<file path="src/rtl/mult_pkg.sv">
// Shared definitions for the sequential multiplier and its narrowing stage.
package mult_pkg;

  localparam int unsigned MULT_WIDTH = 13;
  localparam int unsigned MULT_CNT_W = 4;

  // Saturation bounds for the default operand width.
  localparam logic [MULT_WIDTH-1:0] MULT_MAXP = {1'b0, {(MULT_WIDTH-1){1'b1}}};
  localparam logic [MULT_WIDTH-1:0] MULT_MINN = {1'b1, {(MULT_WIDTH-1){1'b0}}};

  typedef enum logic [1:0] {
    IDLE = 2'b00,
    RUN  = 2'b01,
    DONE = 2'b10
  } mult_state_t;

endpackage

</file>
<file path="src/rtl/sat_narrow.sv">
// Narrows a sign + double-width magnitude into a saturated signed WIDTH-bit value.
module sat_narrow
  import mult_pkg::*;
#(
  parameter int unsigned WIDTH = MULT_WIDTH
) (
  input  logic               i_sign,
  input  logic [2*WIDTH-1:0] i_mag,
  output logic [WIDTH-1:0]   o_p,
  output logic               o_ovf
);

  // Largest negative magnitude that still fits, 2^(WIDTH-1).
  localparam logic [2*WIDTH-1:0] NEG_LIM  = (2*WIDTH)'(1) << (WIDTH-1);
  localparam logic [2*WIDTH-1:0] POS_LIM  = NEG_LIM - (2*WIDTH)'(1);
  localparam logic [WIDTH-1:0]   MAXP     = {1'b0, {(WIDTH-1){1'b1}}};
  localparam logic [WIDTH-1:0]   MINN     = {1'b1, {(WIDTH-1){1'b0}}};

  // Clamp the magnitude to the representable signed range and apply the sign.
  always_comb begin
    o_p   = '0;
    o_ovf = 1'b0;
    if (i_mag == '0) begin
      o_p   = '0;
      o_ovf = 1'b0;
    end else if (!i_sign) begin
      if (i_mag > POS_LIM) begin
        o_p   = MAXP;
        o_ovf = 1'b1;
      end else begin
        o_p = i_mag[WIDTH-1:0];
      end
    end else begin
      if (i_mag > NEG_LIM) begin
        o_p   = MINN;
        o_ovf = 1'b1;
      end else begin
        // Exactly 2^(WIDTH-1) negates to MINN in WIDTH bits.
        o_p = -i_mag[WIDTH-1:0];
      end
    end
  end

endmodule

</file>
<file path="src/rtl/seq_signed_multiplier.sv">
// Radix-2 shift-and-add signed multiplier with saturated WIDTH-bit result.
module seq_signed_multiplier
  import mult_pkg::*;
#(
  parameter int unsigned WIDTH = MULT_WIDTH,
  parameter int unsigned CNT_W = MULT_CNT_W
) (
  input  logic             clk,
  input  logic             rst_n,
  input  logic             in_valid,
  output logic             in_ready,
  input  logic [WIDTH-1:0] a,
  input  logic [WIDTH-1:0] b,
  output logic             out_valid,
  input  logic             out_ready,
  output logic [WIDTH-1:0] p,
  output logic             ovf
);

  mult_state_t          r_state;
  mult_state_t          w_state_next;
  logic [2*WIDTH-1:0]   r_acc;
  logic [2*WIDTH-1:0]   r_mag_a;
  logic [WIDTH-1:0]     r_mag_b;
  logic [CNT_W-1:0]     r_cnt;
  logic                 r_sign;
  logic [WIDTH-1:0]     r_p;
  logic                 r_ovf;

  logic [WIDTH-1:0]     w_abs_a;
  logic [WIDTH-1:0]     w_abs_b;
  logic [2*WIDTH-1:0]   w_acc_next;
  logic                 w_last;
  logic                 w_accept;
  logic [WIDTH-1:0]     w_sat_p;
  logic                 w_sat_ovf;

  // |MIN| wraps to 2^(WIDTH-1), which is still correct as an unsigned magnitude.
  assign w_abs_a    = a[WIDTH-1] ? -a : a;
  assign w_abs_b    = b[WIDTH-1] ? -b : b;
  assign w_acc_next = r_acc + (r_mag_b[0] ? r_mag_a : '0);
  assign w_last     = (r_cnt == CNT_W'(WIDTH-1));
  assign w_accept   = (r_state == IDLE) && in_valid;

  sat_narrow #(
    .WIDTH(WIDTH)
  ) u_sat (
    .i_sign (r_sign),
    .i_mag  (w_acc_next),
    .o_p    (w_sat_p),
    .o_ovf  (w_sat_ovf)
  );

  // State register.
  always_ff @(posedge clk or negedge rst_n) begin
    if (!rst_n) begin
      r_state <= IDLE;
    end else begin
      r_state <= w_state_next;
    end
  end

  // Next-state and handshake outputs; in_ready is gated by rst_n so it reads 0 throughout reset.
  always_comb begin
    w_state_next = r_state;
    in_ready     = 1'b0;
    out_valid    = 1'b0;
    unique case (r_state)
      IDLE: begin
        in_ready = rst_n;
        if (in_valid) w_state_next = RUN;
      end
      RUN: begin
        if (w_last) w_state_next = DONE;
      end
      DONE: begin
        out_valid = 1'b1;
        if (out_ready) w_state_next = IDLE;
      end
      default: w_state_next = IDLE;
    endcase
  end

  // Operand capture, shift-add iteration and result register.
  always_ff @(posedge clk or negedge rst_n) begin
    if (!rst_n) begin
      r_acc   <= '0;
      r_mag_a <= '0;
      r_mag_b <= '0;
      r_cnt   <= '0;
      r_sign  <= 1'b0;
      r_p     <= '0;
      r_ovf   <= 1'b0;
    end else if (w_accept) begin
      r_sign  <= a[WIDTH-1] ^ b[WIDTH-1];
      r_mag_a <= {{WIDTH{1'b0}}, w_abs_a};
      r_mag_b <= w_abs_b;
      r_acc   <= '0;
      r_cnt   <= '0;
    end else if (r_state == RUN) begin
      r_acc   <= w_acc_next;
      r_mag_a <= r_mag_a << 1;
      r_mag_b <= r_mag_b >> 1;
      r_cnt   <= r_cnt + CNT_W'(1);
      if (w_last) begin
        r_p   <= w_sat_p;
        r_ovf <= w_sat_ovf;
      end
    end
  end

  assign p   = r_p;
  assign ovf = r_ovf;

endmodule

</file>
<file path="config.mk">
export PLATFORM = sky130hd
export DESIGN_NAME = seq_signed_multiplier
export DESIGN_NICKNAME = d
export VERILOG_FILES = /design/src/rtl/mult_pkg.sv /design/src/rtl/sat_narrow.sv /design/src/rtl/seq_signed_multiplier.sv
export SDC_FILE = /design/constraint.sdc
export NUM_CORES = 1
export LEC_CHECK = 0
export ABC_AREA = 1
export CELL_PAD_IN_SITES_DETAIL_PLACEMENT = 1
export CELL_PAD_IN_SITES_GLOBAL_PLACEMENT = 1
export CORE_MARGIN = 2
export CORE_UTILIZATION = 35
export DETAILED_ROUTE_END_ITERATION = 8
export GPL_ROUTABILITY_DRIVEN = 0
export GPL_TIMING_DRIVEN = 0
export PLACE_DENSITY = 0.72
export SLEW_MARGIN = 20
export SYNTH_ARGS = -nofsm -noshare
export SYNTH_HDL_FRONTEND = slang
export SYNTH_SLANG_ARGS = --single-unit
</file>
<file path="constraint.sdc">
create_clock -name clk -period 3.7 [get_ports clk]
set_input_delay 0.555 -clock clk [delete_from_list [all_inputs] [get_ports clk]]
set_output_delay 0.555 -clock clk [all_outputs]
set_load 0.05 [all_outputs]
</file>
==> flow_summary_export.csv, run 1 <==
group,metric,value,unit
cells_and_area,finalNonFillerCells,1410,
clock_tree,cts_made_buffers,9,
die,dieArea,20690,µm²
power,leakagePower,4.292,nW
global_route,grt_antenna_before_repair,0,
die,start_util,0.3539,
placed_design,place_hpwl,17.86,mm
timing,timing.slew.headroom,0.5403,
logic_synthesis,syn_avg_cell_area,6.342,µm²
detailed_routing,dr_total_vias,6892,
detailed_routing,wl,22.31,mm
clock_tree,clock-root-buffer,"clkbuf_16",
die,fp.dieW,143.8,µm
clock_tree,clock-sinks,86,
clock_tree,clk_pin_slew,0.07,ns
power,power_frac_clock,0.148,
critical_path,cp_max_fo,10,
logic_synthesis,ys.flop_type,"dfrtp_1",
min_path,hold_path.class,"in -> async",
cells_and_area,drive_gt1_frac,0.06114,
detailed_routing,dr.pass1.iters,4,
logic_synthesis,synth_most_common_cell,"nand2_1",
power,report.power.total,7.410,mW
power,switchingPower,3.907,mW
clock_tree,cts.path.max_buffers,2,
placed_design,portBuffers,44,
power,p_int,3.504,mW
power,p_per_area,913.4,nW/µm²
cells_and_area,final_core_util,0.4196,
global_route,grt_pass1_wl,36.09,mm
placed_design,pre_cts_slack,-0.7411,ns
power,p_sw_frac,0.5272,
timing,holdWs,0.02309,ns
timing,setup_viol,0,
logic_synthesis,yosys_warnings,0,
timing,fin_skew,0.005403,ns
timing,period_needed,3.451,ns
clock_tree,cts_tree,"yes",
global_route,first_global_vias,6941,
power,p_seq_frac,0.223,
logic_synthesis,ys_ff_latch,86,
flow_run,cap_violations,0,
detailed_routing,drc,0,
global_route,globalRouteOverflowTotal,0,
timing,setup_slack,0.2486,ns
timing,period_share,0.9328,
cells_and_area,insertedDiodeCount,0,
critical_path,cp_slowest_cell,"fa_2",
timing,rsz0062_at_grt,"no",
logic_synthesis,seq_area_frac_synth,0.3145,
timing,finalHoldViolations,0,
cells_and_area,nets,1203,
logic_synthesis,synth.largest_area_cell,"dfrtp_1",
die,core.rowCount,51,
timing,fmax,289.7,MHz
detailed_routing,ant_nets,0,
logic_synthesis,async_flop_share,1.000,
timing,slew_viol_final,0,
clock_tree,htreeDepth,3,
critical_path,crit_path_end_kind,"flop",
cells_and_area,postLayoutCellArea,8113,µm²
placed_design,placed_cell_area,7644,µm²
power,ir_drop,310.9,µV
die,die_h,143.8,µm
logic_synthesis,synth_top_area_frac,0.3145,
die,io_pins,46,
logic_synthesis,syn-num-nets,1141,
detailed_routing,wl_per_cell,15.82,µm
critical_path,arrival,3.70,ns
cells_and_area,syn_to_final_growth,18.56,%
detailed_routing,drt-initial-drc-count,334,
critical_path,required,3.95,ns
global_route,grt_use_total,0.2260,
placed_design,place_inst,1389,
logic_synthesis,synth_cells,1079,
logic_synthesis,syn_area,6843,µm²
clock_tree,clk_latency,0.36,ns
timing,tightest_slew,0.6844,ns
critical_path,critPathLaunchType,"flop",
detailed_routing,vias_per_cell,4.888,
critical_path,crit_chain,"buf_6 -> nand2_1 -> inv_1 -> ha_4 -> inv_1 -> fa_2 -> ha_1 -> inv_1 -> a21oi_1 -> nand3_2 -> nor2_2 -> nand3_2 -> nor2_4 -> nand4_2 -> o21ai_4 -> nand3_2 -> nand2_2 -> inv_2 -> nand3_1 -> nand2_1",
timing,tns,0,ns
logic_synthesis,synth_enable_flop_cells,0,
logic_synthesis,synthTopCellsByCount,"nand2_1, inv_1, dfrtp_1, nor2_1, o21ai_0",
die,core,19330,µm²
critical_path,worstSetupPathType,"reg -> reg",
run_status,status,"finished, final reports clean",
logic_synthesis,synth_cell_type_count,42,
power,p_comb_frac,0.628,
logic_synthesis,synthTopCellsByArea,"dfrtp_1, nand2_1, inv_1",
global_route,grt_max_degree,73,
critical_path,slowest_delay,0.58,ns
## power by group through the flow
stage | combinational, mW | clock [mW] | sequential, mW
4_1_cts | 4.60 | 1.11 | 1.65
2_1_floorplan | 2.92 | 0 | 1.80
5_1_grt | 5.22 | 1.14 | 1.70
3_3_place_gp | 4.40 | 0 | 1.63
6_report | 4.66 | 1.10 | 1.66
3_5_place_dp | 4.50 | 0 | 1.64
## state kept, by name, indices dropped and copies added (netlist names)
register,count
r_sign,1
r_state,2
r_cnt,4
p,13
r_mag_a,26
r_acc,26
r_mag_b,13
ovf,1
## worst paths after layout
kind / startpoint / to / slack, ns / cells after the start
worst min-delay path: rst_n / p[4] / 0.02 / 1
worst max register to register: r_mag_b[0] / p[7] / 0.25 / 20
min in group clk: r_mag_b[12] / r_mag_b[12] / 0.48 / 2
worst min register to register: r_mag_b[12] / r_mag_b[12] / 0.48 / 2
worst max-delay path: r_mag_b[0] / p[7] / 0.25 / 20
max in group asynchronous: rst_n / r_mag_b[0] / 3.02 / 2
## routing by layer
layer / share of wire / GRT usage / vias to the layer above
met4: 0.020 / 0.07585 / 0
met3: 0.023 / 0.01833 / 22
met2: 0.46 / 0.3709 / 81
met1: 0.49 / 0.3145 / 3304
met5: 0 / 0 / -
li1: - / - / 3485
## critical path, delay by kind of cell (launching register included)
kind                       cells  cell delay (ns)
AOI/OAI and AO/OA              2             0.40
and+or+nand+nor               10             1.09
buffers and inverters          5             0.45
adders and majority gates      3             0.95
DFF                            1             0.45
## final cells by class
cell class | instances | area (µm²)
Multi-Input combinational cell | 774 | 3934
Sequential cell | 86 | 2153
Clock inverter | 5 | 107.6
Buffer | 21 | 86.33
Fill cell | 2576 | 11220
Tap cell | 265 | 331.6
Clock buffer | 10 | 239.0
Timing Repair Buffer | 52 | 521.8
Inverter | 197 | 739.5
## layout by cell type, fill, tap and decap left out, drive strengths merged, types with 2 or more instances in the layout
master	count
a21oi	18
a22o	2
a22oi	3
a32o	3
and2	5
buf	10
bufinv	3
clkbuf	30
clkdlybuf4s50	43
clkinv	3
dfrtp	86
ha	31
inv	196
nand2	398
nand3	63
nand3b	6
nand4	18
nor2	80
nor3	8
nor3b	3
o211ai	4
o21ai	73
o221ai	3
o22ai	13
o31ai	3
o41ai	2
or2	5
xnor2	10
xor2	18
## cells by family after synthesis
| group | Yosys count | share of synthesized area |
|---|---|---|
| simple gates | 586 | 0.3619 |
| buf+inv | 220 | 0.1207 |
| compound gates | 127 | 0.1075 |
| flops | 86 | 0.3145 |
| fa+ha+maj | 32 | 0.05961 |
| xor+xnor | 28 | 0.03584 |
## what timing repair did
| item | in CTS | in global routing |
|---|---|---|
| setup endpoints to repair | 15 | 14 |
| setup buffers | 3 | 4 |
| pin swaps | 3 | 4 |
| resized for setup | 11 | 11 |
| gates cloned | 1 | 0 |
| hold buffers | 0 | 0 |
Power figures use the tool's default switching activity.
==> inputs of run 2 (changes only) <==
- clock period: 3.7 -> 4.3 ns (I/O delays scaled with it)
==> run 2 against run 1 <==
Net effect:
- sequential share of layout area up 0.37 points
- critical endpoint is now p[1]
- combinational power down 17%
- first-iteration DRC count down 1.8%
- critical path depth up 1
- global-route usage down 0.17 points
- maximum frequency down 11%
- worst hold slack better by 0.087 ns
- via count down 0.12%
- sequential power down 14%
==> flow_summary_export.csv, run 2 (synthesis gave the netlist of run 1 again) <==
group,metric,value,unit
clock_tree,cts_tree,"yes",
critical_path,reg2regPathDepth,21,
cells_and_area,multi_input_area,3881,µm²
die,core,19330,µm²
timing,setup_slack,0.4084,ns
power,switchingPower,3.311,mW
clock_tree,clk_pin_slew,0.07,ns
placed_design,portBuffers,44,
timing,period_share,0.9050,
power,ir_drop,267.1,µV
timing,tightest_slew,0.6899,ns
die,die_h,143.8,µm
timing,fin_skew,0.004932,ns
power,power_frac_clock,0.151,
cells_and_area,seq_area,2153,µm²
detailed_routing,drt-initial-drc-count,328,
placed_design,pre_cts_slack,-0.1411,ns
clock_tree,cts.path.max_buffers,2,
run_status,status,"finished, final reports clean",
timing,rsz0062_at_grt,"no",
detailed_routing,dr.pass1.iters,4,
cells_and_area,final_core_util,0.4138,
timing,fmax,257.0,MHz
power,p_int,2.943,mW
critical_path,reg2reg_slack,0.41,ns
detailed_routing,wl,22.16,mm
global_route,grt_antenna_before_repair,0,
global_route,globalRouteOverflowTotal,0,
clock_tree,clock-root-buffer,"clkbuf_16",
flow_run,cap_violations,0,
clock_tree,htreeDepth,3,
detailed_routing,vias_per_cell,4.907,
critical_path,cp_slowest_cell,"dfrtp_2",
die,fp.dieW,143.8,µm
global_route,grt_pass1_wl,35.82,mm
cells_and_area,final_common_cell,"nand2_1",
power,p_seq_frac,0.229,
placed_design,place_inst,1389,
power,p_sw_frac,0.5294,
cells_and_area,top_regs,"r_acc (26), r_mag_a (26)",
detailed_routing,wl_per_cell,15.79,µm
timing,finalHoldViolations,0,
die,core.rowCount,51,
global_route,grt_max_degree,73,
cells_and_area,nets,1196,
timing,slew_viol_final,0,
cells_and_area,most-common-layout-cells,"nand2_1, inv_1, dfrtp_1, nor2_1, o21ai_0",
die,dieArea,20690,µm²
min_path,hold_path.class,"in -> async",
critical_path,crit_top_cell,"nand2_1",
critical_path,slowest_delay,0.55,ns
power,p_comb_frac,0.620,
timing,period_needed,3.892,ns
critical_path,crit_chain,"nand2_1 -> inv_1 -> ha_1 -> inv_1 -> fa_1 -> inv_1 -> nand3_1 -> nand2_1 -> nand2_1 -> nand2_1 -> nand2_1 -> nand2_1 -> xor2_1 -> inv_1 -> nand3_1 -> o21ai_4 -> nand3_2 -> nand2_2 -> inv_2 -> nand3_1 -> nand2_1",
die,start_util,0.3539,
timing,setup_viol,0,
cells_and_area,syn_to_final_growth,16.91,%
cells_and_area,insertedDiodeCount,0,
critical_path,required,4.60,ns
clock_tree,post_cts_buffers,0,
critical_path,arrival,4.19,ns
cells_and_area,drive_gt1_frac,0.04306,
critical_path,cp_max_fo,18,
critical_path,crit_path_end_kind,"flop",
critical_path,worstSetupPathType,"reg -> reg",
detailed_routing,drc,0,
global_route,first_global_vias,6915,
critical_path,critPathLaunchType,"flop",
critical_path,cp.buffers_inverters,5,
clock_tree,cts_made_buffers,9,
detailed_routing,ant_nets,0,
power,report.power.total,6.254,mW
power,leakagePower,4.256,nW
critical_path,critPathTopFamily,"simple AND/OR/NAND/NOR gates",
power,p_per_area,781.8,nW/µm²
die,io_pins,46,
clock_tree,clock-sinks,86,
cells_and_area,finalNonFillerCells,1403,
critical_path,cp.depth,21,
cells_and_area,fill_cells,2576,
placed_design,place_hpwl,17.86,mm
global_route,grt_use_total,0.2243,
detailed_routing,dr_total_vias,6884,
clock_tree,cts_hold_buf,0,
clock_tree,clk_latency,0.36,ns
timing,timing.slew.headroom,0.5384,
-- run 2: changes by cell type in the layout (fill, tap and decap cells not counted), moves of 2 or more --
cell     before  now
inv_2         6    4
nand2_1     389  392
nand2_2       8    5
nor2_2        9    5
nor2_1       67   71
buf_4         7    0
inv_1       190  192
-- run 2: worst paths after layout --
path | from | end
setup / recovery | r_mag_b[0] | p[1]
hold reg to reg | r_mag_b[12] | r_mag_b[12]
min in group clk | r_mag_b[12] | r_mag_b[12]
setup reg to reg | r_mag_b[0] | p[1]
max in group asynchronous | rst_n | r_mag_b[0]
hold / removal | rst_n | p[4]
-- run 2: layer usage --
| layer | wire (µm) | up-vias | part of all wire | global-route usage |
|---|---|---|---|---|
| met1 | 11030 | 3291 | 0.50 | 0.3105 |
| li1 | - | 3478 | - | - |
| met4 | 447 | 0 | 0.020 | 0.07585 |
| met2 | 10220 | 94 | 0.46 | 0.3697 |
| met5 | 0 | - | 0 | 0 |
| met3 | 464 | 21 | 0.021 | 0.01833 |
-- run 2: final cells by class --
class / count / share of cell area
buffer: 21 / 0.009853
clock buffer: 10 / 0.02987
clock inverter: 5 / 0.01345
inverter: 197 / 0.09243
multi-input combinational: 774 / 0.4851
sequential: 86 / 0.2692
tap: 265 / 0.04145
timing repair buffer: 45 / 0.05865
-- run 2: what timing repair did --
action                                 in CTS  in global routing
pin swaps                                   0                  1
setup endpoints to repair                  14                 14
cloned                                      0                  1
gates resized for setup                     1                  3
endpoints found under the hold margin       0                  0
-- run 2: power groups by stage --
| stage | Sequential (mW) | Combinational, mW | Clock [mW] |
|---|---|---|---|
| after floorplan | 1.55 | 2.51 | 0 |
| after global placement | 1.40 | 3.78 | 0 |
| after detailed placement | 1.42 | 3.87 | 0 |
| after CTS | 1.42 | 3.91 | 0.954 |
| after global routing | 1.48 | 4.35 | 0.978 |
| final | 1.43 | 3.88 | 0.945 |
-- run 2: metrics by stage --
step | TNS [ns] | hold WS (ns) | area, µm²
floorplan | 0 | 0.3494 | 6843
global placement | -79.26 | 0.4658 | 7615
detailed placement | -1.285 | 0.4653 | 7644
CTS | 0 | 0.1102 | 7988
global route | 0 | 0.1174 | 8000
finish | 0 | 0.1099 | 8000
==> inputs of run 3 (changes only) <==
- CELL_PAD_IN_SITES_DETAIL_PLACEMENT: 1 -> not set
- CELL_PAD_IN_SITES_GLOBAL_PLACEMENT: 1 -> not set
- PLACE_DENSITY: 0.72 -> 0.55
==> run 3 against run 2 <==
Net effect:
- combinational power down 3%
- maximum frequency up 2.0%
- sequential share of layout area up 0.15 points
- die area unchanged
- clock power down 12%
- clock skew up 0.0028 ns
- worst setup slack better by 0.075 ns
==> flow_summary_export.csv, run 3 (synthesis gave the netlist of run 1 again) <==
group,metric,value,unit
placed_design,placed_cell_area,7644,µm²
critical_path,cp_slowest_cell,"dfrtp_2",
power,ir_drop,238.3,µV
timing,tightest_slew,0.6984,ns
global_route,gr-usage-met1,0.2735,
cells_and_area,drive_gt1_frac,0.04390,
power,report.power.total,6.001,mW
cells_and_area,seq_area,2153,µm²
global_route,grt_antenna_before_repair,0,
critical_path,crit_start,"r_mag_b[0]",
critical_path,critPathLaunchType,"flop",
critical_path,crit_path_end_kind,"flop",
clock_tree,clock-sinks,86,
detailed_routing,drt-initial-drc-count,540,
global_route,grt_use_total,0.1965,
cells_and_area,insertedDiodeCount,0,
clock_tree,cts_made_buffers,9,
critical_path,reg2reg_slack,0.48,ns
detailed_routing,dr_total_vias,6617,
cells_and_area,syn_to_final_growth,16.26,%
clock_tree,htreeDepth,3,
timing,finalHoldViolations,0,
timing,fmax,262.0,MHz
run_status,status,"finished, final reports clean",
clock_tree,post_cts_buffers,0,
clock_tree,cts.repair.resized,0,
critical_path,worstSetupPathType,"reg -> reg",
critical_path,required,4.54,ns
cells_and_area,top_regs,"r_acc (26), r_mag_a (26)",
clock_tree,clk_latency,0.35,ns
timing,timing.slew.headroom,0.5327,
die,core.rowCount,51,
die,fp.dieW,143.8,µm
critical_path,crit_top_cell,"nand2_1",
flow_run,cap_violations,0,
global_route,globalRouteOverflowTotal,0,
critical_path,rr_startpoint,"r_mag_b[0]",
placed_design,portBuffers,44,
global_route,first_global_vias,6328,
placed_design,place_hpwl,15.81,mm
global_route,grt_use_met3,0.02766,
die,dieArea,20690,µm²
critical_path,slowest_delay,0.45,ns
global_route,grt_max_degree,76,
critical_path,reg2regPathDepth,22,
timing,setup_viol,0,
timing,holdWs,0.1037,ns
cells_and_area,fill_cells,2099,
clock_tree,clock-root-buffer,"clkbuf_16",
detailed_routing,ant_nets,0,
critical_path,arrival,4.05,ns
timing,period_needed,3.816,ns
detailed_routing,drc,0,
clock_tree,cts.path.max_buffers,2,
clock_tree,clk_pin_slew,0.07,ns
timing,rsz0062_at_grt,"no",
cells_and_area,multi_input_area,3870,µm²
die,io_pins,46,
timing,slew_viol_final,0,
cells_and_area,postLayoutCellArea,7955,µm²
timing,fin_skew,0.007753,ns
critical_path,cp_max_fo,10,
global_route,gr-max-usage-layer,"met2",
timing,period_share,0.8875,
detailed_routing,wl,19.46,mm
detailed_routing,wl_per_cell,13.86,µm
power,p_per_area,754.3,nW/µm²
cells_and_area,finalNonFillerCells,1404,
cells_and_area,final_common_cell,"nand2_1",
cells_and_area,most-common-layout-cells,"nand2_1, inv_1, dfrtp_1, nor2_1, o21ai_0",
min_path,hold_path.class,"in -> async",
detailed_routing,dr.pass1.iters,5,
die,core,19330,µm²
power,leakagePower,4.240,nW
clock_tree,cts_hold_buf,0,
global_route,met2_usage,0.3138,
clock_tree,cts_tree,"yes",
detailed_routing,vias_per_cell,4.713,
timing,tns,0,ns
global_route,grt_pass1_wl,31.66,mm
die,die_h,143.8,µm
critical_path,crit_chain,"clkbuf_2 -> nand2_1 -> inv_1 -> ha_1 -> inv_1 -> fa_1 -> inv_1 -> nand3_1 -> nand2_1 -> nand2_1 -> nand2_1 -> nand2_1 -> nand2_1 -> xor2_1 -> inv_1 -> nand2_1 -> nor2_1 -> nand3_2 -> nor2_4 -> nand2_1 -> nand3_1 -> nand2_1",
critical_path,r2r_end,"p[10]",
placed_design,place_inst,1389,
die,start_util,0.3539,
cells_and_area,nets,1196,
-- run 3: cell types whose count changed in the layout (fill, tap and decap cells not counted) --
| cell | change |
|---|---|
| inv_6 | +2 |
| clkinv_2 | +1 |
| clkinv_4 | -1 |
| bufinv_16 | -2 |
| clkinvlp_4 | +1 |
| nor2_4 | -1 |
| clkbuf_2 | +1 |
-- run 3: stage by stage --
step                setup WS, ns  utilization
floorplan                 0.9202            -
global placement          -1.822       0.3938
detailed placement       0.04812       0.3953
CTS                      0.02716       0.4112
global route             0.07874       0.4114
finish                    0.4837       0.4114
-- run 3: cell type report --
| cell class | count | share of cell area |
|---|---|---|
| well taps | 265 | 0.04168 |
| clock buffers | 10 | 0.03004 |
| plain buffers | 22 | 0.01054 |
| inverters | 197 | 0.09295 |
| repair buffers | 45 | 0.05898 |
| flip-flops and latches | 86 | 0.2707 |
| clock inverters | 6 | 0.008651 |
| multi-input cells | 773 | 0.4865 |
-- run 3: worst max-delay path by stage --
stage,end,slack (ns),depth (start not counted)
2_1_floorplan,p[3],0.92,21
3_5_place_dp,p[10],0.05,23
5_1_grt,p[10],0.08,22
6_report,p[10],0.48,22
3_3_place_gp,in_ready,-1.82,3
4_1_cts,p[10],0.03,23
-- run 3: critical path, delay by kind of cell (launching register included) --
family	cells	cell delay, ns
and+or+nand+nor	14	1.75
buffers and inverters	5	0.74
adders and majority gates	2	0.67
DFF	1	0.45
xor gates and xnor gates	1	0.11
-- run 3: layer usage --
| layer | routed length, µm | share of wire |
|---|---|---|
| met5 | 0 | 0 |
| met4 | 365 | 0.019 |
| met3 | 727 | 0.037 |
| met2 | 8864 | 0.46 |
| met1 | 9502 | 0.49 |
-- run 3: where the power goes --
group	switching, mW	internal [mW]
clock	0.356	0.471
sequential	0.226	1.18
combinational	2.59	1.17
total	3.17	2.83
==> patch 1, RTL diff (config.mk and constraints of run 3) <==
Make the reset (`rst_n`) synchronous in 2 clocked blocks.
--- a/src/rtl/seq_signed_multiplier.sv
+++ b/src/rtl/seq_signed_multiplier.sv
@@ -53,5 +53,5 @@
 
   // State register.
-  always_ff @(posedge clk or negedge rst_n) begin
+  always_ff @(posedge clk) begin
     if (!rst_n) begin
       r_state <= IDLE;
@@ -83,5 +83,5 @@
 
   // Operand capture, shift-add iteration and result register.
-  always_ff @(posedge clk or negedge rst_n) begin
+  always_ff @(posedge clk) begin
     if (!rst_n) begin
       r_acc   <= '0;
Behaviour: same outputs for any inputs over 10 cycles, from zero or initial values and one cycle with rst_n low; that may be too few to reach the edited logic, so the function may still have changed.
==> patch 1 against run 3 <==
  * Wire length fell by 3.7%
  * Sequential cell count did not move
  * Final area fell by 3.3%
  * Worst setup slack got worse by 0.052 ns
  * Area after synthesis fell by 3.3%
  * Worst hold slack improved by 0.36 ns
Power is not compared: it rests on default switching activity, and its combinational part moved more than twofold at a synthesized area within 25%.
==> patch 1: results (changes against run 3) <==
stage,metric,value,unit,change
yosys,sequential fraction of the synthesis area,26.0,%,was 31.4%
critical_path,Crit path arrival time,4.08,ns,was 4.05 ns
critical_path,reg2reg start,r_mag_b[0],,unchanged
place,dpl ws,0.286,ns,was 0.0481 ns
route,WL met1,9.70,mm,was 9.50 mm
route,initial drt markers,369,,was 540
cells_and_area,area of the multi-input gates,4070,um2,was 3870 um2
cells_and_area,clock-cell share of area,4.26,%,was 3.87%
critical_path,Reg2Reg Depth,21,,was 22
yosys,Synth Area in Compound Gates,11.5,%,was 10.8%
yosys,ys async rst share,0,%,was 100%
route,post-DR wirelength/cell,13.3,um,was 13.9 um
cells_and_area,fraction of area in registers,22.4,%,was 27.1%
sta,crit share post-route,90.0,%,was 88.8%
route,WL met3,576,um,was 727 um
route,met2 WL post-DR,8.30,mm,was 8.86 mm
grt,first-pass GRT wire length,30.6,mm,was 31.7 mm
cells_and_area,share of layout cells above drive strength 1,4.94,%,was 4.39%
place,IO buf count,45,,was 44
cells_and_area,nonclk inv count,184,,was 197
grt,met2 Usage GRT,30.3,%,was 31.4%
sta,Fin Hold WS,0.465,ns,was 0.104 ns
cells_and_area,Fillers,2089,,"was 2,099"
yosys,Synth Area in XOR/XNOR,5.12,%,was 3.58%
yosys,Post-Synth Adder-Cell Area,6.16,%,was 5.96%
grt,vias in the first global route,6082,,"was 6,328"
critical_path,"slowest stage delay, CP",0.32,ns,was 0.45 ns
worst_hold_path,Min-Delay Path Class,register to register,,was input pin to async pin
yosys,Syn Nets,1174,,"was 1,141"
grt,gr usage total,19.2,%,was 19.6%
yosys,most area-consuming cells after synthesis,"dfxtp_1 (26%), nand2_1 (23%), inv_1 (9.8%), ha_1 (5.9%), a21oi_1 (5.5%)",,"was dfrtp_1 (31%), nand2_1 (22%), inv_1 (11%), ha_1 (5.7%), o21ai_0 (4.8%)"
critical_path,Reg-to-Reg End,p[1],,was p[10]
sta,Final Skew,0.0136,ns,was 0.00775 ns
place,hpwl dp,15.2,mm,was 15.8 mm
grt,GR met1 Demand/Resource,28.1,%,was 27.4%
cells_and_area,non-clk buf share,7.70,%,was 6.95%
critical_path,"reg-to-reg slack, setup",0.43,ns,was 0.48 ns
run_status,status,"complete, no violations",,unchanged
yosys,Synth area leader,dfxtp_1,,was dfrtp_1
[patch 1: timing repair]
action                                  4_1_cts  5_1_grt
endpoints found under the setup margin        0       11
hold buffers                                  0        0
resized for setup                             0        2
setup buffers                                 0        0
[patch 1: worst max path at each step]
stage	from	endpoint
3_3_place_gp	r_mag_b[0]	p[1]
2_1_floorplan	r_mag_b[0]	p[7]
3_5_place_dp	r_mag_b[0]	p[9]
5_1_grt	r_mag_b[0]	p[3]
6_report	r_mag_b[0]	p[1]
4_1_cts	r_mag_b[0]	p[1]
[patch 1: through the flow]
step           std cells  total power (uW)  util (%)  instance area, um2
2_1_floorplan       1112              1200         -                6620
3_3_place_gp        1391              1350      39.5                7360
3_5_place_dp        1391              1350      39.5                7360
4_1_cts             1407              2230      41.2                7690
5_1_grt             1407              2330      41.2                7690
6_report            1407              2220      41.2                7690
[patch 1: tightest hold or removal path, delay by kind of cell (launching register included)]
kind	cells	cell delay [ns]
and+or+nand+nor	1	0.06
DFF	1	0.31
AOI/OAI and AO/OA	1	0.05
==> patch 2, RTL diff (settings of run 3) <==
Without the edit above. `MULT_WIDTH`: 13 -> 9.
--- a/src/rtl/mult_pkg.sv
+++ b/src/rtl/mult_pkg.sv
@@ -2,5 +2,5 @@
 package mult_pkg;
 
-  localparam int unsigned MULT_WIDTH = 13;
+  localparam int unsigned MULT_WIDTH = 9;
   localparam int unsigned MULT_CNT_W = 4;
 
Ports: changed (resized a, b and p); port bits go from 46 to 34. No check against the original RTL was run, so the function may have changed too.
==> patch 2 against run 3 <==
  * Clock skew shrank 0.00086 ns
  * Synthesized cell count shrank 38%
  * Area after synthesis shrank 33%
  * Sequential power shrank 28%
  * Worst setup slack gained 0.21 ns
  * Maximum frequency grew 5.9%
  * Wire length shrank 43%
  * Sequential cell count shrank 24
  * Total power shrank 28%
  * Final cell count shrank 37%
  * Final area shrank 32%
  * Highest routed layer unchanged
==> patch 2: results (changes against run 3) <==
stage,metric,value,unit,change
pwr,Max VDD drop,0.000256,V,was 0.000238 V
route,DRT Wirelength,11.1,mm,was 19.5 mm
cells_and_area,clock-cell share of area,5.49,%,was 3.87%
cells_and_area,fraction of area in registers,28.5,%,was 27.1%
route,initial drt markers,226,,was 540
grt,gr usage total,16.9,%,was 19.6%
route,DR vias/cell,4.65,,was 4.71
critical_path,"slowest stage delay, CP",0.43,ns,was 0.45 ns
cells_and_area,share of layout cells above drive strength 1,8.08,%,was 4.39%
clocking,H-tree Lvls,3,,unchanged
place,IO buf count,32,,was 44
place,dpl ws,0.682,ns,was 0.0481 ns
grt,first-pass GRT wire length,19.2,mm,was 31.7 mm
yosys,most area-consuming cells after synthesis,"dfrtp_1 (34%), nand2_1 (17%), inv_1 (9.6%), ha_1 (6.3%), o21ai_0 (5.5%)",,"was dfrtp_1 (31%), nand2_1 (22%), inv_1 (11%), ha_1 (5.7%), o21ai_0 (4.8%)"
cells_and_area,#MultiIn Comb,465,,was 773
grt,vias in the first global route,3982,,"was 6,328"
yosys,synth unique cells,43,,was 42
critical_path,Crit path arrival time,3.83,ns,was 4.05 ns
yosys,ys flop type,dfrtp_1,,unchanged
cells_and_area,top flop regs,"r_acc (18), r_mag_a (18)",,"was r_acc (26), r_mag_a (26)"
yosys,Syn Nets,715,,"was 1,141"
cells_and_area,non-clock buffer count,50,,was 67
cells_and_area,Finished Cell Area,5450,um2,was 7960 um2
cells_and_area,area of the multi-input gates,2500,um2,was 3870 um2
worst_hold_path,Min-Delay Path Class,input pin to async pin,,unchanged
yosys,sequential fraction of the synthesis area,33.8,%,was 31.4%
cells_and_area,nonclk inv count,125,,was 197
place,hpwl dp,8.75,mm,was 15.8 mm
grt,largest net degree at the start of global routing,55,,was 76
cells_and_area,fin nets,759,,"was 1,196"
yosys,number of synthesized flops with an enable pin,0,,unchanged
floorplan,DIE AREA,14000,um2,"was 20,700 um2"
cells_and_area,Fillers,1366,,"was 2,099"
critical_path,slowest CP cell,fa_1,,was dfrtp_2
pwr,Leak,0.00286,uW,was 0.00424 uW
run_status,status,"complete, no violations",,unchanged
route,TritonRoute pass-1 iters,4,,was 5
clocking,Num CTS Buffers,9,,unchanged
grt,initial antenna violation count,0,,unchanged
clocking,# clock sinks,62,,was 86
yosys,most instantiated cells after synthesis,"nand2_1 (208), inv_1 (117), dfrtp_1 (62)",,"was nand2_1 (392), inv_1 (192), dfrtp_1 (86)"
place,area post-placement,5150,um2,was 7640 um2
sta,Final Skew,0.00690,ns,was 0.00775 ns
sta,worst rel slew slack,57.5,%,was 53.3%
cells_and_area,non-clk buf share,7.51,%,was 6.95%
patch 2: cell types whose count changed in the layout (fill, tap and decap cells not counted), sizes merged, moves of 4 or more:
cell and change:
nor2 -38, clkbuf -8, inv -73, nand2 -174
and2 -4, or2 -4, nand4 -16, ha -8
xor2 -5, clkdlybuf4s50 -12, o21ai -20, xnor2 -4
nand3 -22, dfrtp -24
patch 2: power breakdown:
| part | switching [uW] | internal, uW |
|---|---|---|
| Sequential | 153 | 860 |
| Combinational | 1720 | 853 |
| Clock | 292 | 450 |
patch 2: logic make-up after synthesis:
kind of cell	after synthesis	share of synthesized area (%)
buffers and inverters	142	11.6
xor gates and xnor gates	19	4.04
and+or+nand+nor	326	32.0
AOI/OAI and AO/OA	96	11.8
DFF	62	33.8
adders and majority gates	24	6.71
patch 2: routing by layer:
layer  vias to the layer above  track usage (%)  part of all wire [%]
li1                       2189                -                     -
met1                      1885             23.1                    51
met2                        54             27.2                    45
met3                        13             2.94                   2.7
met4                         0             5.51                   1.6
met5                         -                0                     0
patch 2: path summary, 6_finish.rpt:
path                               to  depth (start not counted)  slack, ns
max reg2reg                      p[0]                         23       0.70
max                              p[0]                         23       0.70
min                         r_acc[15]                          1       0.14
min reg2reg                      p[2]                          2       0.48
min in group clk                 p[2]                          2       0.48
max in group asynchronous  r_mag_b[1]                          2       3.64
patch 2: stage by stage:
step	total power (uW)	hold slack [ns]	std cells	TNS, ns
global route	4760	0.144	890	0
CTS	4370	0.138	890	0
floorplan	2950	0.349	669	0
global placement	3570	0.469	873	-0.776
finish	4330	0.144	890	0
detailed placement	3610	0.470	874	0
